$ cat src/rtl/mult_share_arb.sv
// Round-robin sequencer that time-shares one external W x W multiplier among NREQ
// requesters: grant in IDLE, let the product settle in ISSUE, hold it in RESP.
//
// state | meaning
// IDLE  | scanning req_valid from ptr; the first valid requester is granted
// ISSUE | operands sit on mul_x/mul_y; the product is captured at the end of the cycle
// RESP  | rsp_valid[owner] held with rsp_data until rsp_ready[owner]
module mult_share_arb #(
    parameter int NREQ = 4,
    parameter int W    = 4
) (
    input  logic              clk,
    input  logic              rst,
    input  logic [NREQ-1:0]   req_valid,
    output logic [NREQ-1:0]   req_ready,
    input  logic [NREQ*W-1:0] req_x,
    input  logic [NREQ*W-1:0] req_y,
    output logic [W-1:0]      mul_x,
    output logic [W-1:0]      mul_y,
    input  logic [2*W-1:0]    mul_o,
    output logic [NREQ-1:0]   rsp_valid,
    output logic [2*W-1:0]    rsp_data,
    input  logic [NREQ-1:0]   rsp_ready,
    output logic              busy
);
    localparam int PW = (NREQ > 1) ? $clog2(NREQ) : 1;

    typedef enum logic [1:0] {IDLE, ISSUE, RESP} state_t;

    state_t        state;
    state_t        state_nxt;
    logic [PW-1:0] ptr;
    logic [PW-1:0] owner;
    logic [PW-1:0] win;
    logic [PW-1:0] ptr_nxt;
    logic          win_vld;
    logic          accept;

    // Scan starts at ptr and wraps modulo NREQ, which need not be a power of two.
    always_comb begin
        logic [PW:0] idx;
        idx     = '0;
        win     = '0;
        win_vld = 1'b0;
        for (int k = 0; k < NREQ; k++) begin
            idx = {1'b0, ptr} + (PW+1)'(k);
            if (idx >= (PW+1)'(NREQ)) begin
                idx = idx - (PW+1)'(NREQ);
            end
            if (!win_vld && req_valid[idx[PW-1:0]]) begin
                win_vld = 1'b1;
                win     = idx[PW-1:0];
            end
        end
    end

    assign ptr_nxt = (win == PW'(NREQ - 1)) ? '0 : win + 1'b1;
    assign accept  = (state == IDLE) && win_vld;

    // Gated by rst so the grant drops immediately when reset asserts.
    assign req_ready = (accept && !rst) ? (NREQ'(1) << win) : '0;
    assign rsp_valid = (state == RESP) ? (NREQ'(1) << owner) : '0;
    assign busy      = (state != IDLE);

    always_ff @(posedge clk or posedge rst) begin
        if (rst) begin
            state <= IDLE;
        end else begin
            state <= state_nxt;
        end
    end

    always_comb begin
        state_nxt = state;
        case (state)
            IDLE:    if (win_vld) state_nxt = ISSUE;
            ISSUE:   state_nxt = RESP;
            RESP:    if (rsp_ready[owner]) state_nxt = IDLE;
            default: state_nxt = IDLE;
        endcase
    end

    always_ff @(posedge clk or posedge rst) begin
        if (rst) begin
            ptr      <= '0;
            owner    <= '0;
            mul_x    <= '0;
            mul_y    <= '0;
            rsp_data <= '0;
        end else begin
            if (accept) begin
                mul_x <= req_x[int'(win)*W +: W];
                mul_y <= req_y[int'(win)*W +: W];
                owner <= win;
                ptr   <= ptr_nxt;
            end
            // Multiplier inputs changed a full cycle earlier, so mul_o has settled here.
            if (state == ISSUE) begin
                rsp_data <= mul_o;
            end
        end
    end

endmodule

$ cat config.mk
export PLATFORM = sky130hd
export DESIGN_NAME = mult_share_arb
export DESIGN_NICKNAME = d
export VERILOG_FILES = /design/src/rtl/mult_share_arb.sv
export SDC_FILE = /design/constraint.sdc
export NUM_CORES = 1
export LEC_CHECK = 0
export CORE_ASPECT_RATIO = 0.75
export CORE_MARGIN = 2
export CORE_UTILIZATION = 41
export CTS_CLUSTER_DIAMETER = 30
export CTS_CLUSTER_SIZE = 8
export DETAILED_ROUTE_END_ITERATION = 6
export HOLD_SLACK_MARGIN = 0.08
export PLACE_DENSITY = 0.84
export SLEW_MARGIN = 20
export SYNTH_ARGS = -nofsm -noshare
export SYNTH_HDL_FRONTEND = slang
export SYNTH_SLANG_ARGS = --single-unit
$ cat constraint.sdc
create_clock -name clk -period 4.6 [get_ports clk]
set_input_delay 0.46 -clock clk [delete_from_list [all_inputs] [get_ports clk]]
set_output_delay 0.46 -clock clk [all_outputs]
set_load 0.01 [all_outputs]
# == Word-level counts from Yosys, hierarchy flattened ==
# Cells that the tools add are included.
# word_totals
output_inout_bits,25
reg_bits,22
elab_cells,72
input_bits,50
# classes
n_shift,4
mux,28
n_reduce_logical,12
magnitude_cmp,9
eq_ne,5
n_addsub,8
# op_table
op,n
variable part select 16 x 5 -> 4 bit,2
2-to-1 mux 2 bit,11
"less-than comparator 2 x 3 -> 1 bit, second input constant",5
binary-select mux 1 bit (select 2 bit),5
"greater-or-equal comparator 3 bit, second input constant",3
2-to-1 mux 1 bit,9
2-to-1 mux 4 bit,2
"<< shifter 1 x 2 -> 4 bit, first input constant",2
"subtractor 2 x 1 -> 2 bit, second input constant",4
"adder 2 x 2 -> 3 bit, second input constant",2
case mux 2 bit (3 select lines),1
logical AND 1 bit,5
"== test 2 bit, second input constant",2
logical NOT 1 bit,4
"adder 2 x 1 -> 3 bit, second input constant",1
"greater-or-equal comparator 2 x 3 -> 1 bit, second input constant",1
"adder 2 x 1 -> 2 bit, second input constant",1
"== test 2 x 1 -> 1 bit, second input constant",1
logical NOT 2 bit,1
"inequality test 2 x 1 -> 1 bit, second input constant",1
"inequality test 2 bit, second input constant",1
AND reduction 2 bit,1
nonzero test 2 bit,1

# == Depth between registers and ports, before layout ==
# Gate-level depths: netlist of the first run.
# logic_depth
depth_word,17
depth_mapped,9
depth_no_buf,7

# == Worst setup path after synthesis of the first run ==
# OpenSTA, ideal clock, no wires.
# synth_path
kind,input -> output
startpoint,input port req_valid[1]
endpoint,output port req_ready[0]
slack_ns,2.234
stages,9
path_buffers,3
t_required_ns,4.140
arrival_ns,1.906
path_cell_list,or2_4 -> and4b_1 -> buf_6 -> or2_1 -> buf_6 -> buf_8 -> inv_1 -> ha_1 -> and3_1
# synth_via
elab_cells_between_ends,26
classes_between,1 x shift; 17 x mux; 8 x reduce/logical
# synth_rtl
item,line,text
"start, declared",14,"input logic [NREQ-1:0] req_valid,"
binary-select mux 1 bit (select 2 bit),50,if (!win_vld && req_valid[idx[PW-1:0]]) begin
2-to-1 mux 1 bit (not written as such),50,
2-to-1 mux 1 bit,50,
logical NOT 1 bit,50,
logical AND 1 bit,50,
2-to-1 mux 1 bit,50,
logical NOT 1 bit,50,
logical AND 1 bit,50,
2-to-1 mux 1 bit,50,
logical NOT 1 bit,50,
logical AND 1 bit,50,
2-to-1 mux 2 bit (*),50,
net win[0],34,logic [PW-1:0] win;
<< shifter 1 x 2 -> 4 bit (*),61,assign req_ready = (accept && !rst) ? (NREQ'(1) << win) : '0;
2-to-1 mux 4 bit (*),61,
"end, declared",15,"output logic [NREQ-1:0] req_ready,"
# The timed path passes the listed nets; every way through them passes the cells marked *. The select of a mux whose other input is x is not followed.

# == Worst setup path in the final report of the first run ==
# layout_path
startpoint,input port req_valid[0]
endpoint,output port req_ready[0]
# layout_via
elab_chain_len,15
elab_cells_between_ends,26
classes_between,1 x shift; 17 x mux; 8 x reduce/logical
# layout_lines
item,line,text
binary-select mux 1 bit (select 2 bit),50,
2-to-1 mux 1 bit (not written as such),50,
2-to-1 mux 1 bit,50,
logical NOT 1 bit,50,
logical AND 1 bit,50,
2-to-1 mux 1 bit,50,
logical NOT 1 bit,50,
logical AND 1 bit,50,
2-to-1 mux 1 bit,50,
logical NOT 1 bit,50,
logical AND 1 bit,50,
2-to-1 mux 1 bit,50,
logical AND 1 bit,58,assign accept = (state == IDLE) && win_vld;
logical AND 1 bit,61,
2-to-1 mux 4 bit (*),61,
# Mark *: on every way between the ends. The rest lies on a longest branch, timed or not. The select of a mux whose other input is x is not followed.

==> results of run 1 <==
-- final cells by class --
cell class | count | share of cell area
Timing Repair Buffer | 74 | 0.3466
Sequential cell | 22 | 0.2576
Multi-Input combinational cell | 94 | 0.3378
Inverter | 5 | 0.008782
Tap cell | 40 | 0.02342
Clock buffer | 4 | 0.02576
-- cell families after synthesis --
logic type | share of synthesized area
fa+ha+maj | 0.03680
flops | 0.4048
buf+inv | 0.06900
compound gates | 0.1601
simple gates | 0.1803
mux | 0.1490
-- synthesized netlist by cell type (all sizes together) (3+ instances only) --
master,instances
mux2,8
inv,5
nor2,3
mux2i,9
dfrtp,22
nand2,10
a211oi,8
and3,5
o21ai,10
nor3b,8
ha,4
nand2b,7
buf,6
o22ai,8
-- worst register-to-register path, stage by stage, from the launching register on --
cell and delay (ps):
dfrtp_1 390, nand2b_1 150, and4b_1 410, or2_1 690
ha_1 370, nand2_1 60, nand2_1 60
-- layer usage --
layer / up-vias / GRT usage / wire, um
li1: 611 / - / -
met1: 590 / 0.2248 / 1537
met2: 57 / 0.3538 / 1788
met3: 7 / 0.06180 / 288
met4: 0 / 0.07692 / 49
met5: - / 0 / 0
-- through the flow --
step | hold slack [ps] | setup slack, ps
6_report | 510.3 | 855.5
5_1_grt | 536.1 | 631.5
4_1_cts | 511.6 | 864.9
3_5_place_dp | 498.3 | 864.5
3_3_place_gp | 488.6 | 962.8
2_1_floorplan | 460.5 | 2234
-- flip-flops by register name, summed over array words and instances (netlist names) --
register  count
state         2
rsp_data      8
owner         2
mul_y         4
ptr           2
mul_x         4
-- worst max-delay path by stage --
| stage | startpoint | to | depth (start not counted) |
|---|---|---|---|
| finish | req_valid[0] | req_ready[0] | 8 |
| global route | req_valid[0] | req_ready[2] | 8 |
| CTS | req_valid[2] | req_ready[0] | 8 |
| detailed placement | req_valid[0] | req_ready[0] | 8 |
| global placement | req_valid[1] | req_ready[2] | 8 |
| floorplan | req_valid[1] | req_ready[0] | 9 |
-- power groups by stage --
| stage | Sequential [mW] | Combinational (mW) | Clock, mW |
|---|---|---|---|
| after detailed placement | 0.368 | 0.711 | 0 |
| final | 0.367 | 0.708 | 0.139 |
| after global routing | 0.382 | 0.776 | 0.149 |
| after CTS | 0.365 | 0.713 | 0.142 |
| after floorplan | 0.390 | 0.420 | 0 |
| after global placement | 0.364 | 0.688 | 0 |
==> metrics.cfg, run 1 <==
[cells_and_area]
stdcell_count=239
final_common_cell=clkdlybuf4s50_1
nets=254
syn_to_final_growth_pct=57.13
post-route-util=0.6636
seq_area_um2=550.5
final_area_um2=2137
mostFrequentLayoutCells=74 x clkdlybuf4s50_1, 22 x dfrtp_1, 10 x o21ai_0, 10 x nand2_1, 9 x mux2i_1
multi_input_area_um2=721.9
final_layout_size_suffix_gt1_frac=0.09548
fillers=227
diodes=0

[die]
die_h_um=53.88
dieArea_um2=3799
die_width_um=70.51
start_util=0.4223
coreArea_um2=3221
pin_count=75
rows=18

[placement]
dpl-instance-area_um2=2076
gp_congestion=0.7962
hpwl_mm=2.836
dp_cells=235
port_buffers=74

[worst_hold_path]
hp-start=rsp_data[2]
hold_class=flop to flop
hold_end=rsp_data[2]
worstHoldPathCells=1

[timing]
fmax_mhz=267.1
slew_viol_final=0
finalClockSkew_ps=4.629
worstMarginPinSlew_ps=958.6
slew_headroom=0.3602
period_share=0.8140
rsz0062_at_grt=false
timing.setup.tns_ps=0
finalSetupViolations=0
finalHoldViolations=0
fin_crit_ps=3745

[worst_setup_path]
worst_ep_required_time_ps=4140
r2r_cells=6
r2r_end=ptr[1]
cp-end-kind=output pin
crit_path_cell_trace=clkdlybuf4s50_1 > nand2b_1 > and4b_1 > or2_1 > inv_1 > ha_1 > and3_1 > clkdlybuf4s50_1
r2r_slack_ps=2370
cp_slowest_cell=or2_1
start_kind=input pin
critPathArrivalTime_ps=3280
path_max_fanout=19
cp_top_family=simple AND/OR/NAND/NOR gates
critPathKind=input pin to output pin
path_common_cell=clkdlybuf4s50_1
r2r_start=ptr[0]
cpPeakStageDelay_ps=690
critPathBufInv=3

[clocking]
ctsLongestPathBuffers=2
clk_latency_ps=260
post-cts-setup-buffer-count=0
hold_buffers=0
cts_tree=done
cts_made_buffers=3
clock_sinks=22
clk_pin_slew_ps=80
cts-root-buf=clkbuf_8
htreeDepth=1
ctsResizeCount=0

[power]
ir_worst_vdd_mv=0.2735
internal_power_mw=0.7501
power_frac_comb=0.583
p_leak_nw=0.8802
swShare=0.3821
power_density_nw_per_um2=568.0
p_seq_frac=0.302
total_power_mw=1.214
pwr-share-clk=0.115
p_sw_mw=0.4638

[global_routing]
grt_pass1_vias=1274
antenna_found_initial=0
grt_overflow=0
grt_max_degree=27
globalRouteTotalUtil=0.1969
grt_pass1_wl_mm=5.754

[route]
vias=1265
wl_mm=3.664
drc=0
routed_via_density=5.293
dr.pass1.iters=4
antenna_left=0
drtIter0Drc=31
wl_per_cell_um=15.33

[run_status]
status=finished clean

[synthesis]
synth_area_per_cell_um2=10.54
synth_area_leaders=dfrtp_1 40%, mux2i_1 6.6%, mux2_2 6.6%, nor3b_1 4.4%, a211oi_1 3.9%
seq_area_frac_synth=0.4048
synth_nets=183
ys.flop_type=dfrtp_1
synth_area_leader_cell=dfrtp_1
synth_top_area_share=0.4048
synth_cells=129
async_flop_share=1.000
synth_area_um2=1360
ys_warn_count=0
synthDistinctLibCells=32
synth_edf_count=0
ys_ff_latch=22

[job]
maxCapViolCount=0

No activity file was read; power rests on OpenSTA's default activity.
==> run 2: changes to the inputs <==
--- a/config.mk
+++ b/config.mk
@@ -7,12 +7,12 @@
 export LEC_CHECK = 0
 export CORE_ASPECT_RATIO = 0.75
 export CORE_MARGIN = 2
-export CORE_UTILIZATION = 41
+export CORE_UTILIZATION = 35
 export CTS_CLUSTER_DIAMETER = 30
 export CTS_CLUSTER_SIZE = 8
 export DETAILED_ROUTE_END_ITERATION = 6
 export HOLD_SLACK_MARGIN = 0.08
-export PLACE_DENSITY = 0.84
+export PLACE_DENSITY = 0.77
 export SLEW_MARGIN = 20
 export SYNTH_ARGS = -nofsm -noshare
 export SYNTH_HDL_FRONTEND = slang
==> constraint.sdc (replaced) <==
create_clock -name clk -period 3.4 [get_ports clk]
set_input_delay 0.34 -clock clk [delete_from_list [all_inputs] [get_ports clk]]
set_output_delay 0.34 -clock clk [all_outputs]
set_load 0.01 [all_outputs]
==> run 2 against run 1 <==
Compared with the run above:
- sequential power grew 35%
- die area increased by 16%
- clock power is 76% higher
- first-iteration DRC count increased by 150%
- flip-flop and latch count stayed put
- setup slack worse by 490 ps
- power rose by 42%
- clock skew fell by 1.4 ps
- count of clock-buffer cells in the layout fell by 1
- global-route usage fell by 1.3 points
==> metrics.cfg, run 2 (synthesis results as in run 1) <==
[run_status]
status=finished clean  ; unchanged

[cells_and_area]
syn_to_final_growth_pct=61.18  ; was 57.13%
mostFrequentLayoutCells=74 x clkdlybuf4s50_1, 22 x dfrtp_1, 10 x o21ai_0, 10 x nand2_1, 9 x mux2i_1  ; unchanged
largest_register_ffs=8  ; unchanged
diodes=0  ; unchanged
final_layout_size_suffix_gt1_frac=0.1084  ; was 0.09548
top_register=rsp_data  ; unchanged
post-route-util=0.5949  ; was 0.6636
final_common_cell=clkdlybuf4s50_1  ; unchanged
final_area_um2=2192  ; was 2137 um2
nets=258  ; was 254
reg.largest.list=rsp_data: 8 flops, mul_x: 4 flops, mul_y: 4 flops  ; unchanged

[clocking]
cts_made_buffers=3  ; unchanged
ctsResizeCount=0  ; unchanged
ctsLongestPathBuffers=2  ; unchanged
hold_buffers=0  ; unchanged
post-cts-setup-buffer-count=0  ; unchanged
cts-root-buf=clkbuf_8  ; unchanged
cts_tree=done  ; unchanged
clk_pin_slew_ps=80  ; about the same
htreeDepth=1  ; unchanged
clk_latency_ps=260  ; about the same
clock_sinks=22  ; unchanged

[placement]
hpwl_mm=3.051  ; was 2.836 mm
gp_congestion=0.7829  ; was 0.7962
port_buffers=74  ; unchanged
dpl-instance-area_um2=2121  ; was 2076 um2

[timing]
worst_hold_slack_ps=471.1  ; was 510.3 ps
worstMarginPinSlew_ps=674.0  ; was 958.6 ps
finalHoldViolations=0  ; unchanged
slew_viol_final=0  ; unchanged
rsz0062_at_grt=false  ; unchanged
period_share=0.8930
slew_headroom=0.5502  ; was 0.3602
finalClockSkew_ps=3.251  ; was 4.629 ps
timing.setup.tns_ps=0  ; unchanged
fmax_mhz=329.3
finalSetupViolations=0  ; unchanged
fin_crit_ps=3036

[worst_setup_path]
worst_ep_required_time_ps=3060  ; was 4140 ps
cp-end-kind=output pin  ; unchanged
critPathArrivalTime_ps=2700  ; was 3280 ps
start_kind=input pin  ; unchanged
critPathBufInv=3  ; unchanged
path_max_fanout=9  ; was 19
critPathKind=input pin to output pin  ; unchanged
cp_top_family=buffers and inverters  ; was simple AND/OR/NAND/NOR gates
cp_slowest_cell=clkdlybuf4s50_1  ; was or2_1
cpPeakStageDelay_ps=540  ; was 690 ps
crit_path_cell_trace=clkdlybuf4s50_1 > or2_4 > and4b_1 > or2_1 > inv_1 > ha_1 > and3_1 > clkdlybuf4s50_1  ; was clkdlybuf4s50_1 > nand2b_1 > and4b_1 > or2_1 > inv_1 > ha_1 > and3_1 > clkdlybuf4s50_1
path_common_cell=clkdlybuf4s50_1  ; unchanged

[route]
wl_per_cell_um=14.96  ; was 15.33 um
wl_mm=3.814  ; was 3.664 mm
vias=1282  ; was 1,265
drc=0  ; unchanged
antenna_left=0  ; unchanged
drtIter0Drc=76  ; was 31
dr.pass1.iters=4  ; unchanged
routed_via_density=5.027  ; was 5.293

[worst_hold_path]
hold_class=input pin to async pin  ; was flop to flop

[power]
power_frac_comb=0.571  ; was 0.583
pwr-share-clk=0.141  ; was 0.115
swShare=0.3707  ; was 0.3821
p_leak_nw=0.9055  ; was 0.8802 nW
p_sw_mw=0.6407  ; was 0.4638 mW
power_density_nw_per_um2=788.4  ; was 568.0 nW/um2
total_power_mw=1.728  ; was 1.214 mW
ir_worst_vdd_mv=0.5203  ; was 0.2735 mV
internal_power_mw=1.088  ; was 0.7501 mW
p_seq_frac=0.288  ; was 0.302

[job]
maxCapViolCount=0  ; unchanged

[die]
rows=19  ; was 18
start_util=0.3691  ; was 0.4223
dieArea_um2=4406  ; was 3799 um2
pin_count=75  ; unchanged
die_width_um=75.98  ; was 70.51 um
die_h_um=57.99  ; was 53.88 um
coreArea_um2=3685  ; was 3221 um2

[global_routing]
grt_pass1_vias=1309  ; was 1,274
grt_overflow=0  ; unchanged
globalRouteTotalUtil=0.1836  ; was 0.1969
grt_max_degree=20  ; was 27
grt_pass1_wl_mm=6.382  ; was 5.754 mm
antenna_found_initial=0  ; unchanged

[run 2: path summary, 6_finish.rpt]
check | start | endpoint | slack [ps] | cells past startpoint
min in group clk | rsp_data[2] | rsp_data[2] | 510 | 1
worst min-delay path | rst | rsp_data[5] | 470 | 2
worst min register to register | rsp_data[2] | rsp_data[2] | 510 | 1
worst max-delay path | req_valid[1] | req_ready[2] | 360 | 8
worst max register to register | ptr[1] | mul_y[3] | 1410 | 5
max in group asynchronous | rst | mul_y[1] | 2350 | 3
[run 2: metal layers]
layer  wire length [um]  vias to the layer above  part of all wire  GRT usage
li1                   -                      621                 -          -
met1               1663                      602              0.44     0.2413
met2               1843                       55              0.48     0.3061
met3                288                        4             0.076    0.06075
met4                 19                        0            0.0050    0.03117
met5                  0                        -                 0          0
[run 2: power by group through the flow]
stage | clock (mW) | combinational, mW | sequential, mW
final | 0.244 | 0.987 | 0.497
after floorplan | 0 | 0.569 | 0.528
after detailed placement | 0 | 0.995 | 0.498
after CTS | 0.251 | 0.996 | 0.497
after global routing | 0.262 | 1.08 | 0.516
after global placement | 0 | 0.961 | 0.492
[run 2: metrics by stage]
| stage | std cells | worst slack, ps |
|---|---|---|
| 6_report | 255 | 363.6 |
| 5_1_grt | 255 | 253.6 |
| 4_1_cts | 255 | 377.6 |
| 3_5_place_dp | 251 | 384.1 |
| 3_3_place_gp | 251 | 461.1 |
| 2_1_floorplan | 129 | 1274 |
[run 2: final cells by class]
type                       count  area, um2
clock buffer                   3      41.29
clock inverter                 1      30.03
fill                         315       1493
inverter                       5      18.77
multi-input combinational     94      715.7
sequential                    22      550.5
tap                           52      65.06
timing repair buffer          78      770.7
